<file path="config.mk">
export PLATFORM = sky130hd
export DESIGN_NAME = ps2_kbd_tx
export DESIGN_NICKNAME = d
export VERILOG_FILES = /design/src/rtl/ps2_pkg.sv /design/src/rtl/ps2_tx_tick.sv /design/src/rtl/ps2_kbd_tx.sv
export SDC_FILE = /design/constraint.sdc
export NUM_CORES = 1
export LEC_CHECK = 0
export ABC_AREA = 1
export CAP_MARGIN = 20
export CORE_MARGIN = 2
export CORE_UTILIZATION = 45
export DETAILED_ROUTE_END_ITERATION = 10
export GPL_TIMING_DRIVEN = 0
export PLACE_DENSITY = 0.7
export SLEW_MARGIN = 20
export SYNTH_ARGS = -nofsm -noshare
export SYNTH_HDL_FRONTEND = slang
export SYNTH_SLANG_ARGS = --single-unit
</file>
<file path="constraint.sdc">
create_clock -name clk -period 2.2 [get_ports clk]
set_input_delay 0.44 -clock clk [delete_from_list [all_inputs] [get_ports clk]]
set_output_delay 0.44 -clock clk [all_outputs]
set_load 0.05 [all_outputs]
</file>
<file path="src/rtl/ps2_pkg.sv">
// Shared constants for the PS/2 device-side transmitter: one-hot FSM states,
// frame geometry, the break prefix byte and the frame builder.
package ps2_pkg;

   localparam logic [3:0] IDLE = 4'b0001;
   localparam logic [3:0] HIGH = 4'b0010;
   localparam logic [3:0] LOW  = 4'b0100;
   localparam logic [3:0] GAP  = 4'b1000;

   localparam int         PS2_FRAME_BITS = 11;
   localparam logic [7:0] PS2_BREAK_CODE = 8'hF0;

   // Bit 0 goes on the wire first: start 0, d0..d7, odd parity, stop 1.
   function automatic logic [PS2_FRAME_BITS-1:0] ps2_frame(input logic [7:0] d);
      return {1'b1, ~^d, d, 1'b0};
   endfunction

endpackage

</file>
<file path="src/rtl/ps2_tx_tick.sv">
// Phase counter for the PS/2 transmitter: counts enabled cycles and flags the
// N-th one, wrapping to 0 on that cycle so every phase starts from zero.
module ps2_tx_tick #(
   parameter int N = 2
) (
   input  logic clk,
   input  logic rst,
   input  logic load,
   input  logic en,
   output logic tc
);

   localparam int         W    = (N > 1) ? $clog2(N) : 1;
   localparam logic [W-1:0] LAST = W'(N - 1);

   logic [W-1:0] cnt;

   assign tc = en && (cnt == LAST);

   always_ff @(posedge clk or negedge rst) begin
      if (!rst) begin
         cnt <= '0;
      end else if (load) begin
         cnt <= '0;
      end else if (en) begin
         cnt <= tc ? '0 : cnt + 1'b1;
      end
   end

endmodule

</file>
<file path="src/rtl/ps2_kbd_tx.sv">
// PS/2 device-side transmitter: serializes one byte per request onto
// ps2_clk/ps2_data. Optional F0 break prefix is enabled by PS2_TX_BREAK_EN.
//
// state | meaning
// IDLE  | lines high, tx_ready=1, waiting for tx_valid
// HIGH  | ps2_clk high for CLK_DIV cycles, ps2_data shows the current bit
// LOW   | ps2_clk low for CLK_DIV cycles, ps2_data held (receiver samples here)
// GAP   | both lines high for GAP_CYC cycles before the next frame
module ps2_kbd_tx
   import ps2_pkg::*;
#(
   parameter int CLK_DIV = 2500,
   parameter int GAP_CYC = 5000
) (
   input  logic       clk,
   input  logic       rst,
   input  logic [7:0] tx_data,
   input  logic       tx_valid,
`ifdef PS2_TX_BREAK_EN
   input  logic       tx_break,
`endif
   output logic       tx_ready,
   output logic       tx_done,
   output logic       ps2_clk,
   output logic       ps2_data
);

   localparam logic [3:0] LAST_BIT = 4'(PS2_FRAME_BITS - 1);

   logic [3:0]                state;
   logic [3:0]                bit_idx;
   logic [PS2_FRAME_BITS-1:0] frame;
   logic                      accept;
   logic                      hp_tc;
   logic                      gap_tc;
`ifdef PS2_TX_BREAK_EN
   logic                      prefix;
   logic [7:0]                hold_byte;
`endif

   assign accept = (state == IDLE) && tx_valid;

   ps2_tx_tick #(.N(CLK_DIV)) u_half (
      .clk  (clk),
      .rst  (rst),
      .load (accept),
      .en   ((state == HIGH) || (state == LOW)),
      .tc   (hp_tc)
   );

   ps2_tx_tick #(.N(GAP_CYC)) u_gap (
      .clk  (clk),
      .rst  (rst),
      .load (accept),
      .en   (state == GAP),
      .tc   (gap_tc)
   );

   always_ff @(posedge clk or negedge rst) begin
      if (!rst) begin
         state     <= IDLE;
         bit_idx   <= '0;
         frame     <= '1;
         ps2_clk   <= 1'b1;
         ps2_data  <= 1'b1;
         tx_ready  <= 1'b1;
         tx_done   <= 1'b0;
`ifdef PS2_TX_BREAK_EN
         prefix    <= 1'b0;
         hold_byte <= '0;
`endif
      end else begin
         tx_done <= 1'b0;
         case (state)
            IDLE: begin
               if (tx_valid) begin
                  state    <= HIGH;
                  bit_idx  <= '0;
                  tx_ready <= 1'b0;
                  ps2_data <= 1'b0;
`ifdef PS2_TX_BREAK_EN
                  if (tx_break) begin
                     frame     <= ps2_frame(PS2_BREAK_CODE);
                     hold_byte <= tx_data;
                     prefix    <= 1'b1;
                  end else
`endif
                  frame <= ps2_frame(tx_data);
               end
            end
            HIGH: begin
               if (hp_tc) begin
                  state   <= LOW;
                  ps2_clk <= 1'b0;
               end
            end
            LOW: begin
               if (hp_tc) begin
                  ps2_clk <= 1'b1;
                  if (bit_idx == LAST_BIT) begin
                     state    <= GAP;
                     ps2_data <= 1'b1;
                  end else begin
                     // frame[0] is always the bit on the wire; shift the next one in
                     state    <= HIGH;
                     bit_idx  <= bit_idx + 4'd1;
                     frame    <= {1'b1, frame[PS2_FRAME_BITS-1:1]};
                     ps2_data <= frame[1];
                  end
               end
            end
            GAP: begin
               if (gap_tc) begin
`ifdef PS2_TX_BREAK_EN
                  if (prefix) begin
                     prefix   <= 1'b0;
                     frame    <= ps2_frame(hold_byte);
                     bit_idx  <= '0;
                     state    <= HIGH;
                     ps2_data <= 1'b0;
                  end else
`endif
                  begin
                     state    <= IDLE;
                     tx_ready <= 1'b1;
                     tx_done  <= 1'b1;
                  end
               end
            end
            default: begin
               state    <= IDLE;
               tx_ready <= 1'b1;
               ps2_clk  <= 1'b1;
               ps2_data <= 1'b1;
            end
         endcase
      end
   end

endmodule

</file>
# Word-level counts from Yosys, hierarchy flattened
# Cells that the tools add are included.
# totals
regBits	48
input_bits	11
output_inout_bits	4
word_cells	74
# classes
add_sub_neg	3
n_eq_ne	12
muxes	31
n_bitwise	3
reduce_logical	16
# ops
operator	n
$mux 13	3
$mux 12	3
$mux 11	3
$mux 4	8
$pmux 11 s2	1
$pmux 4 s4	1
$add 13x1->13 const B	1
$eq 13x13->1 const B	1
$add 12x1->12 const B	1
$eq 12x12->1 const B	1
$pmux 1 s3	3
$reduce_and 3->1	3
$eq 4x4->1 const B	2
$mux 1	8
$pmux 4 s2	1
$reduce_and 4->1	2
$reduce_xnor 8->1	1
$ne 2x2->1 const B	3
$reduce_bool 2->1	3
$reduce_or 2->1	3
$add 4x1->4 const B	1
$eq 4x1->1 const B	1
$eq 4x2->1 const B	1
$eq 4x3->1 const B	1
other kinds (4)	9

# Logic depth before layout (Yosys ltp)
# Gate-level depths: netlist of run 1.
# logic_depth
ltp_word	6
mapped_depth	10
depth_no_buf	10

# Cells and area by module
# A second synthesis of run 1 with hierarchy kept.
# hier_totals
hier_cells	419
hier_area_um2	3037.9
# modules_own_cells
mod	n_inst	cells_each	area_per_inst_um2	seq_area_each_um2
ps2_kbd_tx	1	178	1363.8	541.8
ps2_tx_tick (u_gap)	1	130	894.6	325.3
ps2_tx_tick (u_half)	1	111	779.5	300.3

# Worst setup path after synthesis of run 1
# OpenSTA, ideal clock, no wires.
# synth_path
path_type	register to register
from	register state[0]
to	register u_half.cnt[2]
setup_time_ns	0.120
arrival_ns	1.316
required_time_ns	2.080
setup_slack_ns	0.764
path_stages_with_launch	9
n_path_buf	1
synth_period_minus_slack_ns	1.436
path_cell_list	dfstp_2 -> nor2_1 -> nand3_1 -> nand2_1 -> inv_1 -> nand2_2 -> buf_4 -> a21oi_1 -> nor2_1
# synth_between
elab_chain_cells	6
elab_cells_between_ends	10
classes_between	eq/ne (3); mux (3); reduce/logical (4)
# synth_rtl
element	line	text
start, declared	ps2_kbd_tx.sv:30	logic [3:0] state;
start signal, assigned	ps2_kbd_tx.sv:61	state <= IDLE;
start signal, assigned	ps2_kbd_tx.sv:77	state <= HIGH;
start signal, assigned	ps2_kbd_tx.sv:93	state <= LOW;
$eq 4x2->1 or $eq 4x3->1 (tied branches)	ps2_kbd_tx.sv:47	.en ((state == HIGH) || (state == LOW)),
$logic_or 1x1->1	ps2_kbd_tx.sv:47	
$logic_and 1x1->1	ps2_tx_tick.sv:18	assign tc = en && (cnt == LAST);
$mux 12	ps2_tx_tick.sv:26	cnt <= tc ? '0 : cnt + 1'b1;
$mux 12	ps2_tx_tick.sv:25	end else if (en) begin
$mux 12	ps2_tx_tick.sv:23	end else if (load) begin
end signal, assigned	ps2_tx_tick.sv:26	
end, declared	ps2_tx_tick.sv:16	logic [W-1:0] cnt;
# Parallel ways exist; a longest one is shown, timed or not. The select of a mux whose other input is x is not followed.
# A chain may end at the register's enable or synchronous reset.

# Worst setup path after layout of run 1
# layout_path
from	register tx_ready
to	output port tx_ready
# layout_lines
element	line	text
start, declared	ps2_kbd_tx.sv:22	output logic tx_ready,
start signal, assigned	ps2_kbd_tx.sv:66	tx_ready <= 1'b1;
start signal, assigned	ps2_kbd_tx.sv:79	tx_ready <= 1'b0;
start signal, assigned	ps2_kbd_tx.sv:125	tx_ready <= 1'b1;
# No word-level cell between the ends.

==> results of run 1 <==
[cell type report]
type                            count  area share, %
Tap cell                           75           3.06
Inverter                           52           6.36
Multi-Input combinational cell    289           43.1
Sequential cell                    46           38.1
Clock buffer                        7           2.82
Clock inverter                      1          0.163
Buffer                              5           1.39
Timing Repair Buffer               15           5.06
[layer usage]
metal	wire, µm	vias to the layer above
li1	-	1266
met1	2730	1076
met2	2400	54
met3	259	5
met4	55	0
met5	0	-
[stage by stage]
stage                     instances  worst slack (ns)  cell area (µm²)
after floorplan                 392             0.764             2730
after global placement          481            -0.596             2960
after detailed placement        482             0.158             2980
after CTS                       490            0.0995             3070
after global routing            490            0.0708             3070
final                           490             0.113             3070
[power by group through the flow]
stage          combinational (mW)  clock [mW]  sequential, mW
2_1_floorplan               0.871           0            1.33
3_3_place_gp                 1.25           0            1.26
3_5_place_dp                 1.28           0            1.26
4_1_cts                      1.28       0.547            1.25
5_1_grt                      1.45       0.594            1.28
6_report                     1.27       0.535            1.25
[state kept, by name, indices dropped and copies added (netlist names)]
signal,count
u_gap.cnt,13
tx_ready,1
bit_idx,4
u_half.cnt,12
tx_done,1
ps2_clk,1
frame,9
state,4
ps2_data,1
[cell families (layout without fill, tap and decap cells)]
group | after synthesis | after routing
flops | 46 | 46
fa+ha+maj | 4 | 4
simple gates | 235 | 235
xor+xnor | 7 | 7
compound gates | 43 | 43
buf+inv | 57 | 80
[cells in the final DEF, fill, tap and decap left out, types with 7 or more instances in the layout]
cell type | netlist | routed
dfstp_2 | 13 | 13
inv_1 | 52 | 52
nand4_1 | 7 | 7
clkdlybuf4s50_1 | 0 | 13
o21ai_0 | 35 | 35
nor2_1 | 36 | 36
dfrtp_1 | 33 | 33
nand3_1 | 24 | 24
nand2_1 | 151 | 151
[worst min-delay path by stage]
stage / to
2_1_floorplan: bit_idx[0]
3_3_place_gp: frame[8]
3_5_place_dp: u_gap.cnt[9]
4_1_cts: u_gap.cnt[9]
5_1_grt: u_gap.cnt[9]
6_report: u_gap.cnt[9]
==> impl_metrics.env, run 1 <==
export IMPL_critPathSlowestCell="clkdlybuf4s50_1"
export IMPL_synth_area_leader_cell="dfrtp_1"
export IMPL_numCtsBuffers=5
export IMPL_cp_endpoint="tx_ready"
export IMPL_hold_violations=0
export IMPL_h_tree_depth=2
export IMPL_drv_cap=0
export IMPL_required_ns=1.76
export IMPL_synth_common_cells="nand2_1, inv_1, nor2_1"
export IMPL_critical_path_class="flip-flop to primary output"
export IMPL_cts_setup_buffers=0
export IMPL_yosysWarnings=0
export IMPL_cts_resized_gates=0
export IMPL_drtPass1Iterations=5
export IMPL_seq_area_um2=1170
export IMPL_fin_nets=429
export IMPL_maxSlewViolCount=0
export IMPL_start_util_pct=46.3
export IMPL_clock_latency_ns=0.30
export IMPL_synthAdderAreaFrac_pct=1.84
export IMPL_holdWs_ns=0.0578
export IMPL_gp_congestion=0.882
export IMPL_post_route_util_pct=52.1
export IMPL_pwr_share_clk_pct=17.5
export IMPL_cts_root_buf="clkbuf_8"
export IMPL_power_density_nw_per_um2=997
export IMPL_swShare_pct=41.1
export IMPL_synth_top_family_by_area="simple AND/OR/NAND/NOR gates"
export IMPL_top_usage_layer="met2"
export IMPL_timing_rr_start="state[0]"
export IMPL_netlist_instances=392
export IMPL_p_switching_mw=1.26
export IMPL_grt_antenna_before_repair=0
export IMPL_power_frac_seq_pct=40.9
export IMPL_r2r_cells=8
export IMPL_antenna_cells=0
export IMPL_slew_headroom_pct=63.0
export IMPL_wl_per_cell_um=11.1
export IMPL_ir_drop_mv=0.555
export IMPL_finalPower_mw=3.06
export IMPL_crit_path_start="tx_ready"
export IMPL_grt_overflow=0
export IMPL_start_kind="flip-flop"
export IMPL_worst_pin_slew_ns=0.550
export IMPL_area_delta_synth_final_pct=12.5
export IMPL_portBuffers=14
export IMPL_drt_iter0_drc=178
export IMPL_ys_types=29
export IMPL_pin_count=15
export IMPL_met3_usage_pct=3.74
export IMPL_multi_input_area_um2=1320
export IMPL_rsz0062_at_grt="false"
export IMPL_pwr_share_comb_pct=41.6
export IMPL_core_um2=5890
export IMPL_syn_area_per_cell_um2=6.96
export IMPL_cts_tree="done"
export IMPL_grt_usage_pct=18.2
export IMPL_final_antenna_net_count=0
export IMPL_synth_top_area_share_pct=30.3
export IMPL_worstPathArrival_ns=1.65
export IMPL_wirelength_um=5450
export IMPL_fill_cells=567
export IMPL_fmax_mhz=479
export IMPL_synth_async_reset_ratio_pct=100
export IMPL_p_int_mw=1.80
export IMPL_dp_hpwl_um=4140
export IMPL_grtUsageMet1_pct=25.9
export IMPL_row_count=28
export IMPL_avgViaCountPerCell=4.90
export IMPL_synth_top_cells_by_area="dfrtp_1, nand2_1, dfstp_2, inv_1, o21ai_0"
export IMPL_grt_pass1_vias=2119
export IMPL_period_share_pct=94.9
export IMPL_drc_errors=0
export IMPL_vias=2401
export IMPL_cts_hold_fix_buffers=0
export IMPL_synthMuxAreaShare_pct=0
export IMPL_clock_sinks=46
export IMPL_drive_above_1_share_pct=8.43
export IMPL_post_route_min_period_ns=2.09
export IMPL_synth_flop_cell="dfrtp_1"
export IMPL_dieArea_um2=6700
export IMPL_synth_xor_area_share_pct=2.25
export IMPL_gr_usage_met2_pct=28.2
export IMPL_die_h_um=81.8
export IMPL_synth_edf_count=0
export IMPL_synth_simple_area_share_pct=36.4
export IMPL_grt_max_degree=31
export IMPL_slowest_delay_ns=0.81
export IMPL_synth_most_common_cell="nand2_1"
export IMPL_end_kind="primary output"
export IMPL_critical_path_depth=1
export IMPL_grt_pass1_wl_um=9470
export IMPL_cp_cell_sequence="clkdlybuf4s50_1"
export IMPL_path_clk_slew_ns=0.09
export IMPL_cp_max_fo=2
export IMPL_setup_viol=0
export IMPL_r2r_end="u_half.cnt[2]"
export IMPL_syn_nets=407
export IMPL_worst_path_buf_inv=1
export IMPL_skew_ns=0.00595
export IMPL_synth_compound_area_share_pct=7.99
export IMPL_setup_tns_ns=0
export IMPL_reg2reg_setup_slack_ns=0.47
export IMPL_cts_path_max_buffers=2
export IMPL_ys_ff_latch=46
export IMPL_holdCritPathClass="input pin to asynchronous set/reset pin"
export IMPL_cp_top_family="buffers and inverters"
export IMPL_die_w_um=81.8
export IMPL_status="finished, final reports clean"
export IMPL_syn_area_um2=2730
export IMPL_yosysSeqAreaShare_pct=42.8
export IMPL_leakagePower_nw=1.57
Note: power is estimated with default switching activity, not from simulation.
==> run 2, diff against run 1 <==
ABC_CLOCK_PERIOD_IN_PS = 2400   (was default)
CTS_CLUSTER_SIZE = 20   (was default)
clock period = 2.4 ns   (was 2.2 ns; I/O delays follow)
==> results of run 2 <==
Same layout as run 1 (identical final DEF). Status: finished, final reports clean.
Main changes from that run: setup slack after placement 0.158 ns -> 0.318 ns; setup slack after layout 0.113 ns -> 0.273 ns; hold slack 0.0578 ns -> 0.0978 ns; register-to-register setup slack 0.47 ns -> 0.67 ns; total power 3.06 mW -> 2.80 mW; worst IR drop on VDD 0.555 mV -> 0.508 mV
